$ cat config.mk
export PLATFORM = sky130hd
export DESIGN_NAME = uart_rx
export DESIGN_NICKNAME = d
export VERILOG_FILES = /design/src/rtl/uart_pkg.sv /design/src/rtl/uart_rx_sync.sv /design/src/rtl/uart_rx.sv
export SDC_FILE = /design/constraint.sdc
export NUM_CORES = 1
export LEC_CHECK = 0
export CAP_MARGIN = 20
export CORE_MARGIN = 2
export CORE_UTILIZATION = 42
export CTS_BUF_LIST = sky130_fd_sc_hd__clkbuf_8
export CTS_CLUSTER_DIAMETER = 30
export DETAILED_ROUTE_END_ITERATION = 8
export PLACE_DENSITY = 0.7
export SLEW_MARGIN = 0
export SYNTH_ARGS = -nofsm -noshare
export SYNTH_HDL_FRONTEND = slang
export SYNTH_SLANG_ARGS = --single-unit
$ cat constraint.sdc
create_clock -name clk -period 3.5 [get_ports clk]
set_clock_uncertainty 0.05 [all_clocks]
set_input_delay 0.7 -clock clk [delete_from_list [all_inputs] [get_ports clk]]
set_output_delay 0.7 -clock clk [all_outputs]
set_load 0.02 [all_outputs]
$ cat src/rtl/uart_pkg.sv
// uart_pkg
// Shared types, default rates and helper functions for the UART receive path.
//
// Contents:
//   UART_DATA_BITS / UART_CLK_RATE / UART_BAUD_RATE : default frame width and
//     rates, shared with the transmitter so both ends agree out of the box.
//   uart_rx_state_t : receiver FSM state encoding.
//   even_parity()   : XOR-reduction used to check the even-parity bit.
//
// Build option: UART_RX_PARITY_EN (consumed by uart_rx, not by this package).

package uart_pkg;

  localparam int UART_DATA_BITS = 8;
  localparam int UART_CLK_RATE  = 153600;
  localparam int UART_BAUD_RATE = 9600;

  typedef enum logic [2:0] {
    IDLE,
    START,
    DATA,
    PARITY,
    STOP
  } uart_rx_state_t;

  // Returns 1 when the vector holds an odd number of ones. Applied to
  // {data, parity bit}, a result of 1 means even parity was violated.
  // Narrower vectors are zero-extended by the caller; zeros do not change
  // the result.
  function automatic logic even_parity(input logic [63:0] bits);
    return ^bits;
  endfunction

endpackage

$ cat src/rtl/uart_rx_sync.sv
// uart_rx_sync
// Brings the asynchronous serial line into the clk domain and flags the
// idle-to-start transition.
//
// Ports:
//   clk   in   receiver clock, rising edge
//   rst_n in   asynchronous active-low reset
//   rx    in   raw serial line, idle high, asynchronous to clk
//   rx_s  out  synchronized line (two flops behind rx)
//   fall  out  one-cycle strobe when rx_s goes 1 -> 0
//
// All flops reset to 1 so that releasing reset onto an idle line can never
// look like a start edge.

module uart_rx_sync (
  input  logic clk,
  input  logic rst_n,
  input  logic rx,
  output logic rx_s,
  output logic fall
);

  logic meta_q;
  logic sync_q;
  logic prev_q;

  // Two-flop synchronizer followed by a history flop for edge detection.
  always_ff @(posedge clk or negedge rst_n) begin
    if (!rst_n) begin
      meta_q <= 1'b1;
      sync_q <= 1'b1;
      prev_q <= 1'b1;
    end else begin
      meta_q <= rx;
      sync_q <= meta_q;
      prev_q <= sync_q;
    end
  end

  assign rx_s = sync_q;

  // Requires a 1 before the 0, so a line that stays low cannot re-arm.
  assign fall = prev_q & ~sync_q;

endmodule

$ cat src/rtl/uart_rx.sv
// uart_rx
// UART receiver: one start bit, DATA data bits (MSB first), optional even
// parity bit, one stop bit. The line is oversampled at OSR = CLK_RATE/BAUD_RATE
// clocks per bit and each bit is taken at its midpoint. Received words are
// held with their error flags until the consumer acknowledges them.
//
// Parameters:
//   DATA      data bits per frame (>= 2)
//   CLK_RATE  clock frequency in Hz
//   BAUD_RATE line rate in baud; CLK_RATE/BAUD_RATE must be even and >= 4
//
// Ports:
//   clk        in   single clock, rising edge
//   rst_n      in   asynchronous active-low reset
//   rx         in   serial line, idle high, asynchronous to clk
//   rx_ack     in   consumer accepts the held word
//   rx_data    out  last received word
//   rx_valid   out  rx_data and flags valid, held until acked
//   parity_err out  parity mismatch on the held word
//   frame_err  out  stop bit sampled low on the held word
//   overrun    out  a word was overwritten before being acked
//   busy       out  high in every state except IDLE
//
// Build option:
//   UART_RX_PARITY_EN  defined: frame carries an even-parity bit after the
//                      data and the PARITY state is used.
//                      undefined: no parity bit, parity_err stays 0.
//   Must match the transmitter build.

module uart_rx
  import uart_pkg::*;
#(
  parameter int DATA      = UART_DATA_BITS,
  parameter int CLK_RATE  = UART_CLK_RATE,
  parameter int BAUD_RATE = UART_BAUD_RATE
) (
  input  logic            clk,
  input  logic            rst_n,
  input  logic            rx,
  input  logic            rx_ack,
  output logic [DATA-1:0] rx_data,
  output logic            rx_valid,
  output logic            parity_err,
  output logic            frame_err,
  output logic            overrun,
  output logic            busy
);

  localparam int OSR = CLK_RATE / BAUD_RATE;
  localparam int OSW = $clog2(OSR);
  localparam int BCW = $clog2(DATA);

  // The START check lands in the middle of the start bit; every later bit
  // is then one full bit period away, which keeps sampling at midpoints.
  localparam logic [OSW-1:0] OS_MID   = OSW'(OSR / 2 - 1);
  localparam logic [OSW-1:0] OS_LAST  = OSW'(OSR - 1);
  localparam logic [BCW-1:0] BIT_LAST = BCW'(DATA - 1);

  logic rx_s;
  logic fall;

  uart_rx_sync u_sync (
    .clk   (clk),
    .rst_n (rst_n),
    .rx    (rx),
    .rx_s  (rx_s),
    .fall  (fall)
  );

  // Frame FSM and its datapath.
  uart_rx_state_t  state_q,   state_d;
  logic [OSW-1:0]  os_cnt_q,  os_cnt_d;
  logic [BCW-1:0]  bit_cnt_q, bit_cnt_d;
  logic [DATA-1:0] shift_q,   shift_d;

  // Held word and flags.
  logic [DATA-1:0] rx_data_q,    rx_data_d;
  logic            rx_valid_q,   rx_valid_d;
  logic            parity_err_q, parity_err_d;
  logic            frame_err_q,  frame_err_d;
  logic            overrun_q,    overrun_d;

  // Output-decode strobes.
  logic load;
  logic busy_c;
  logic parity_calc;

`ifdef UART_RX_PARITY_EN
  logic par_q, par_d;

  always_ff @(posedge clk or negedge rst_n) begin
    if (!rst_n) begin
      par_q <= 1'b0;
    end else begin
      par_q <= par_d;
    end
  end

  assign parity_calc = even_parity(64'({shift_q, par_q}));
`else
  assign parity_calc = 1'b0;
`endif

  // State register for the frame FSM and its counters/shift register.
  always_ff @(posedge clk or negedge rst_n) begin
    if (!rst_n) begin
      state_q   <= IDLE;
      os_cnt_q  <= '0;
      bit_cnt_q <= '0;
      shift_q   <= '0;
    end else begin
      state_q   <= state_d;
      os_cnt_q  <= os_cnt_d;
      bit_cnt_q <= bit_cnt_d;
      shift_q   <= shift_d;
    end
  end

  // Next-state logic. The oversample counter free-runs inside a bit and is
  // cleared whenever a bit boundary (or the start midpoint) is reached.
  always_comb begin
    state_d   = state_q;
    os_cnt_d  = os_cnt_q + OSW'(1);
    bit_cnt_d = bit_cnt_q;
    shift_d   = shift_q;
`ifdef UART_RX_PARITY_EN
    par_d     = par_q;
`endif

    case (state_q)
      IDLE: begin
        os_cnt_d = '0;
        if (fall) begin
          state_d = START;
        end
      end

      START: begin
        if (os_cnt_q == OS_MID) begin
          os_cnt_d  = '0;
          bit_cnt_d = '0;
          // A line back high at mid-start was a glitch, not a frame.
          if (rx_s) begin
            state_d = IDLE;
          end else begin
            state_d = uart_pkg::DATA;
          end
        end
      end

      uart_pkg::DATA: begin
        if (os_cnt_q == OS_LAST) begin
          os_cnt_d = '0;
          shift_d  = {shift_q[DATA-2:0], rx_s};
          if (bit_cnt_q == BIT_LAST) begin
`ifdef UART_RX_PARITY_EN
            state_d = PARITY;
`else
            state_d = STOP;
`endif
          end else begin
            bit_cnt_d = bit_cnt_q + BCW'(1);
          end
        end
      end

`ifdef UART_RX_PARITY_EN
      PARITY: begin
        if (os_cnt_q == OS_LAST) begin
          os_cnt_d = '0;
          par_d    = rx_s;
          state_d  = STOP;
        end
      end
`endif

      STOP: begin
        if (os_cnt_q == OS_LAST) begin
          os_cnt_d = '0;
          state_d  = IDLE;
        end
      end

      default: begin
        os_cnt_d = '0;
        state_d  = IDLE;
      end
    endcase
  end

  // Output decode from the current state.
  always_comb begin
    busy_c = (state_q != IDLE);
    load   = (state_q == STOP) && (os_cnt_q == OS_LAST);
  end

  // Held-word update. A load always wins over an acknowledge; an ack that
  // coincides with a load counts as consuming the old word, so no overrun.
  always_comb begin
    rx_data_d    = rx_data_q;
    rx_valid_d   = rx_valid_q;
    parity_err_d = parity_err_q;
    frame_err_d  = frame_err_q;
    overrun_d    = overrun_q;

    if (load) begin
      rx_data_d    = shift_q;
      parity_err_d = parity_calc;
      frame_err_d  = ~rx_s;
      overrun_d    = rx_valid_q & ~rx_ack;
      rx_valid_d   = 1'b1;
    end else if (rx_ack && rx_valid_q) begin
      rx_valid_d = 1'b0;
      overrun_d  = 1'b0;
    end
  end

  always_ff @(posedge clk or negedge rst_n) begin
    if (!rst_n) begin
      rx_data_q    <= '0;
      rx_valid_q   <= 1'b0;
      parity_err_q <= 1'b0;
      frame_err_q  <= 1'b0;
      overrun_q    <= 1'b0;
    end else begin
      rx_data_q    <= rx_data_d;
      rx_valid_q   <= rx_valid_d;
      parity_err_q <= parity_err_d;
      frame_err_q  <= frame_err_d;
      overrun_q    <= overrun_d;
    end
  end

  assign rx_data    = rx_data_q;
  assign rx_valid   = rx_valid_q;
  assign parity_err = parity_err_q;
  assign frame_err  = frame_err_q;
  assign overrun    = overrun_q;
  assign busy       = busy_c;

endmodule

==> flow_summary.json <==
{
  "synth_nets": 117,
  "tns_ns": 0,
  "worstPathArrival_ns": 1.88,
  "die_y_um": 62.0,
  "start_kind": "flop",
  "antennaDiodeCount": 0,
  "p_leak_nw": 0.784,
  "final_nets": 136,
  "critPathMaxFanout": 16,
  "fin_crit_ns": 2.63,
  "grt_pass1_wl_um": 4090,
  "die_w_um": 62.0,
  "cts_resized": 0,
  "avgRoutedWirePerCell_um": 13.4,
  "ioPinCount": 17,
  "p_per_area_nw_per_um2": 490,
  "synth_area_um2": 1410,
  "cts_sinks": 32,
  "die_area_um2": 3840,
  "synth-async-reset-ratio": 1.00,
  "wl_um": 2340,
  "synth_common_cells": "29 x dfrtp_1, 8 x mux2_2, 8 x mux2_4",
  "drc_errors": 0,
  "syn_avg_cell_area_um2": 12.8,
  "first_global_vias": 948,
  "cts_buffer_depth": 2,
  "yosysMostFrequentCell": "dfrtp_1",
  "clk_pin_slew_ns": 0.06,
  "antenna_found_initial": 0,
  "yosysUniqueCellTypes": 38,
  "start_util": 0.430,
  "ys_seq_elements": 32,
  "syn_inst": 110,
  "yosys_warnings": 0,
  "multi_input_area_um2": 549,
  "area_growth_pct": 19.1,
  "h-tree-depth": 2,
  "grt.overflow.total": 0,
  "drive_above_1_share": 0.240,
  "ant_nets": 0,
  "ctsHoldBuffers": 0,
  "outcome": "finished clean",
  "coreArea_um2": 3280,
  "synth-main-ff-cell": "dfrtp_1",
  "finalHoldViolCount": 0,
  "numCtsBuffers": 5,
  "finalCritPeriodShare": 0.752,
  "grt_max_degree": 33,
  "gp_congestion": 0.765,
  "vias": 887,
  "drtIter0Drc": 12,
  "max_freq_mhz": 380,
  "track_usage": 0.152,
  "cts_setup_buffers": 0,
  "crit_required_ns": 2.75,
  "drv_slew": 0,
  "fillers": 286,
  "end_kind": "primary output",
  "synth_top_area_cell": "dfrtp_1",
  "finalSetupViolCount": 0,
  "postLayoutCoreUtil": 0.512,
  "hpwl_um": 1670,
  "cts_tree": "yes",
  "port_buffers": 15,
  "viasPerCell": 5.07,
  "clkLatencyLatePin_ns": 0.28,
  "num_rows": 21,
  "rsz0062_at_grt": "no",
  "cts_root_buf": "clkbuf_8",
  "crit_type": "reg -> out",
  "synth-edff-count": 0,
  "ys_seq_area_frac": 0.570,
  "min_path_type": "reg -> reg",
  "cap_violations": 0,
  "synth_top_area_frac": 0.514,
  "drtPass1Iterations": 6,
  "synthTopCellsByArea": "dfrtp_1 51%, mux2_4 8.5%, mux2_2 6.4%, dfstp_2 5.6%, ha_1 2.7%",
  "irDropWorstVdd_v": 0.000271,
  "seqCellArea_um2": 805
}
state kept, by name (all words and copies together), names as in the netlist:
| register | flops |
|---|---|
| state_q | 3 |
| frame_err | 1 |
| u_sync.rx_s | 1 |
| u_sync.prev_q | 1 |
| rx_data | 8 |
| os_cnt_q | 4 |
| overrun | 1 |
| bit_cnt_q | 3 |
| rx_valid | 1 |
| shift_q | 8 |
| u_sync.meta_q | 1 |
report_power, final:
group | internal [mW] | total, mW | switching [mW]
clock | 0.132 | 0.254 | 0.122
sequential | 0.402 | 0.444 | 0.0421
combinational | 0.0559 | 0.125 | 0.0690
metal layers:
metal  track usage  routed length (um)
met1         0.185                1080
met2         0.222                1120
met3        0.0745                 103
met4        0.0821                  42
met5             0                   0
logic make-up (layout without fill, tap and decap cells):
family                   count (synthesis)  in the layout  synth area share
XOR/XNOR                                 1              1           0.00621
adder cells (fa/ha/maj)                  3              3            0.0266
AND/OR/NAND/NOR                         29             29             0.119
buffers and inverters                   12             31            0.0408
AO/OA/AOI/OAI                           15             15            0.0789
other                                    1              1           0.00266
flip-flops                              32             32             0.570
multiplexers                            17             17             0.156
path summary, 6_finish.rpt:
check	from	slack (ns)	cells past startpoint	to
max	state_q[0]	0.87	2	busy
min reg2reg	u_sync.meta_q	0.31	0	u_sync.rx_s
max in group asynchronous	rst_n	2.31	2	u_sync.rx_s
min	u_sync.meta_q	0.31	0	u_sync.rx_s
min in group asynchronous	rst_n	0.77	2	shift_q[1]
max reg2reg	bit_cnt_q[0]	1.54	5	bit_cnt_q[2]
stage by stage:
stage / hold slack, ns / total power [mW] / area (um^2) / instances / worst slack (ns)
floorplan: 0.295 / 0.533 / 1410 / 110 / 1.72
global placement: 0.296 / 0.570 / 1600 / 168 / 1.18
detailed placement: 0.302 / 0.578 / 1600 / 168 / 1.17
CTS: 0.311 / 0.835 / 1680 / 175 / 0.860
global route: 0.313 / 0.876 / 1680 / 175 / 0.777
finish: 0.310 / 0.823 / 1680 / 175 / 0.870
critical path: stages, from the launching register on:
cell,delay [ns]
dfrtp_1,0.53
or3_2,0.53
clkdlybuf4s50_1,0.55
placed cells by master, fill, tap and decap left out, types with 3 or more instances in the layout:
master | netlist | final
inv_1 | 6 | 7
clkbuf_8 | 0 | 5
nand3_1 | 4 | 4
nand2_1 | 4 | 4
nor2_1 | 3 | 3
dfstp_2 | 3 | 3
nor3b_1 | 4 | 4
dfrtp_1 | 29 | 29
ha_1 | 3 | 3
mux2_2 | 8 | 8
clkdlybuf4s50_1 | 0 | 15
nor3_1 | 5 | 5
mux2_4 | 8 | 8
a21oi_1 | 3 | 3
cell type report:
| class | instances | share of cell area |
|---|---|---|
| well taps | 46 | 0.0343 |
| flip-flops and latches | 32 | 0.479 |
| inverters | 7 | 0.0156 |
| multi-input cells | 66 | 0.327 |
| repair buffers | 17 | 0.0983 |
| clock inverters | 2 | 0.00521 |
| clock buffers | 5 | 0.0410 |
Power figures use the tool's default switching activity.
==> edit: new RTL, same flow settings <==
`rx_data_q` no longer has a reset.
--- a/src/rtl/uart_rx.sv
+++ b/src/rtl/uart_rx.sv
@@ -217,18 +217,20 @@
 
   always_ff @(posedge clk or negedge rst_n) begin
     if (!rst_n) begin
-      rx_data_q    <= '0;
       rx_valid_q   <= 1'b0;
       parity_err_q <= 1'b0;
       frame_err_q  <= 1'b0;
       overrun_q    <= 1'b0;
     end else begin
-      rx_data_q    <= rx_data_d;
       rx_valid_q   <= rx_valid_d;
       parity_err_q <= parity_err_d;
       frame_err_q  <= frame_err_d;
       overrun_q    <= overrun_d;
     end
+  end
+
+  always_ff @(posedge clk) begin
+    rx_data_q <= rx_data_d;
   end
 
   assign rx_data    = rx_data_q;
Behaviour: same outputs for any inputs over 10 cycles, from zero or initial values and one cycle with rst_n low; that may be too few to reach the edited logic, so the function may still have changed.
==> edit against the unedited design <==
- cell count shrank 3.4%
- register-to-register slack gained 0.14 ns
- fmax grew 6.0%
- power grew 14%
- worst setup slack gained 0.15 ns
- area after synthesis shrank 2.0%
- final area grew 0.37%
- sequential cell count is the same
- wire length shrank 2.9%
- highest routed layer unchanged
==> edit: results (changes against the unedited design) <==
Status
  • Status: finished clean

Placed design
  • Dpl hpwl: 1.558 mm (-6.8%)
  • RD Place Congestion: 0.7793 (+1.9%)
  • Placed Area: 0.001551 mm² (-3.2%)
  • Post-place setup slack: 1.308 ns (+0.1412 ns)
  • Port bufs: 15 (unchanged)

Final layout
  • Share of layout cells above drive strength 1: 19.20% (-4.8 points)
  • Nets@finish: 131 (-3.7%)
  • Fill cells: 279 (-2.4%)

Synth
  • Top cells by area, synth: dfrtp_1 38%, edfxtp_1 17%, mux2_2 6.5%, dfstp_2 5.7%, ha_1 2.7%
  • Syn Nets: 113 (-3.4%)
  • Synth cell types: 39 (+2.6%)
  • FFs w/ async S/R, synth: 75.00% (-25 points)
  • Post-synth EDFFs: 8 (+8)
  • Seq/Total Area, Yosys: 61.09% (+4.1 points)
  • Top_reg_cell synth: dfrtp_1
  • Top post-synthesis cells by count: 21 x dfrtp_1, 8 x edfxtp_1, 8 x mux2_2

Global route
  • GRT Total Usage: 14.32% (-0.88 points)
  • Largest net degree at the start of global routing: 24 (-27%)
  • Vias in the first global route: 810 (-15%)
  • First-pass GRT wire length: 3.767 mm (-7.9%)

STA
  • Min Tclk post-route: 2.482 ns (-0.1487 ns)

Pwr
  • Worst vdd ir: 0.4156 mV (+53%)
  • Leakage: 0.7605 nW (-3.0%)

Setup path
  • Worst-case reg-to-reg path depth: 4 (-1)
  • Worst reg2reg setup slack: 1.68 ns (+0.14 ns)
  • Worst setup path start: state_q[1]
  • Worst r2r src: os_cnt_q[0]
  • Worst EP arrival: 1.73 ns (-0.15 ns)
  • RR Endpoint: rx_data[7]
  • CP Max Fanout: 13 (-3)

Clocking
  • Post-cts repair resize count: 0 (unchanged)

Route
  • WL final: 2.270 mm (-2.9%)
  • Vias per cell: 4.982 (-1.7%)
  • First-pass DRT Iterations: 4 (-2)
  • DR iter-0 viols: 16 (+4)

Min path
  • Worst Hold Class: register to register
## edit: cell count changes in the layout (fill, tap and decap cells not counted), sizes merged, moves of 3 or more
cell and delta:
nor3 -5, mux2 -7, dfrtp -8, o21ai +4
edfxtp +8, nor3b -3, nor2 +3
## edit: area by class of cell
cell class              instances  area (µm²)  area share (%)
inverters                       5       18.77           1.113
multi-input cells              63       475.5           28.19
flip-flops and latches         32       844.6           50.07
well taps                      44       55.05           3.264
clock inverters                 3       38.79           2.300
clock buffers                   5       68.82           4.080
repair buffers                 17       185.2           10.98
## edit: critical path, stage by stage (launching register included)
cell and delay (ns):
dfrtp_1 0.51, or3_1 0.41, clkdlybuf4s50_1 0.54
## edit: worst min-delay path by stage
stage             endpoint     startpoint  depth (start not counted)
2_1_floorplan  u_sync.rx_s  u_sync.meta_q                          0
3_3_place_gp   u_sync.rx_s  u_sync.meta_q                          0
3_5_place_dp   u_sync.rx_s  u_sync.meta_q                          0
4_1_cts        u_sync.rx_s  u_sync.meta_q                          0
5_1_grt        u_sync.rx_s  u_sync.meta_q                          0
6_report       u_sync.rx_s  u_sync.meta_q                          0
## edit: cell families (layout without fill, tap and decap cells)
group	Yosys count	in the layout	share of synthesized area, %
adders and majority gates	3	3	2.715
other	1	1	0.2712
buffers and inverters	11	30	4.525
DFF	32	32	61.09
muxes	12	12	9.774
and+or+nand+nor	27	27	11.40
AOI/OAI and AO/OA	18	18	8.959
xor gates and xnor gates	2	2	1.267
## edit: layer usage
metal  GRT usage (%)  wire length, µm
met1           17.28              945
met2           23.25             1183
met3           4.412               95
met4           7.295               46
met5               0                0
## edit: stage by stage
stage               total power, mW  hold slack, ns  std cells  util [%]
floorplan                    0.5683          0.2952        106         -
global placement             0.5940          0.2994        160     50.00
detailed placement           0.6027          0.3012        160     50.00
CTS                          0.9373          0.3143        168     53.47
global route                 0.9878          0.3217        169     54.35
finish                       0.9385          0.3131        169     54.35
## edit: report_power, final
part	total, mW	switching [mW]	internal, mW
sequential	0.457	0.0470	0.410
combinational	0.145	0.0743	0.0705
clock	0.336	0.128	0.208
total	0.939	0.250	0.689
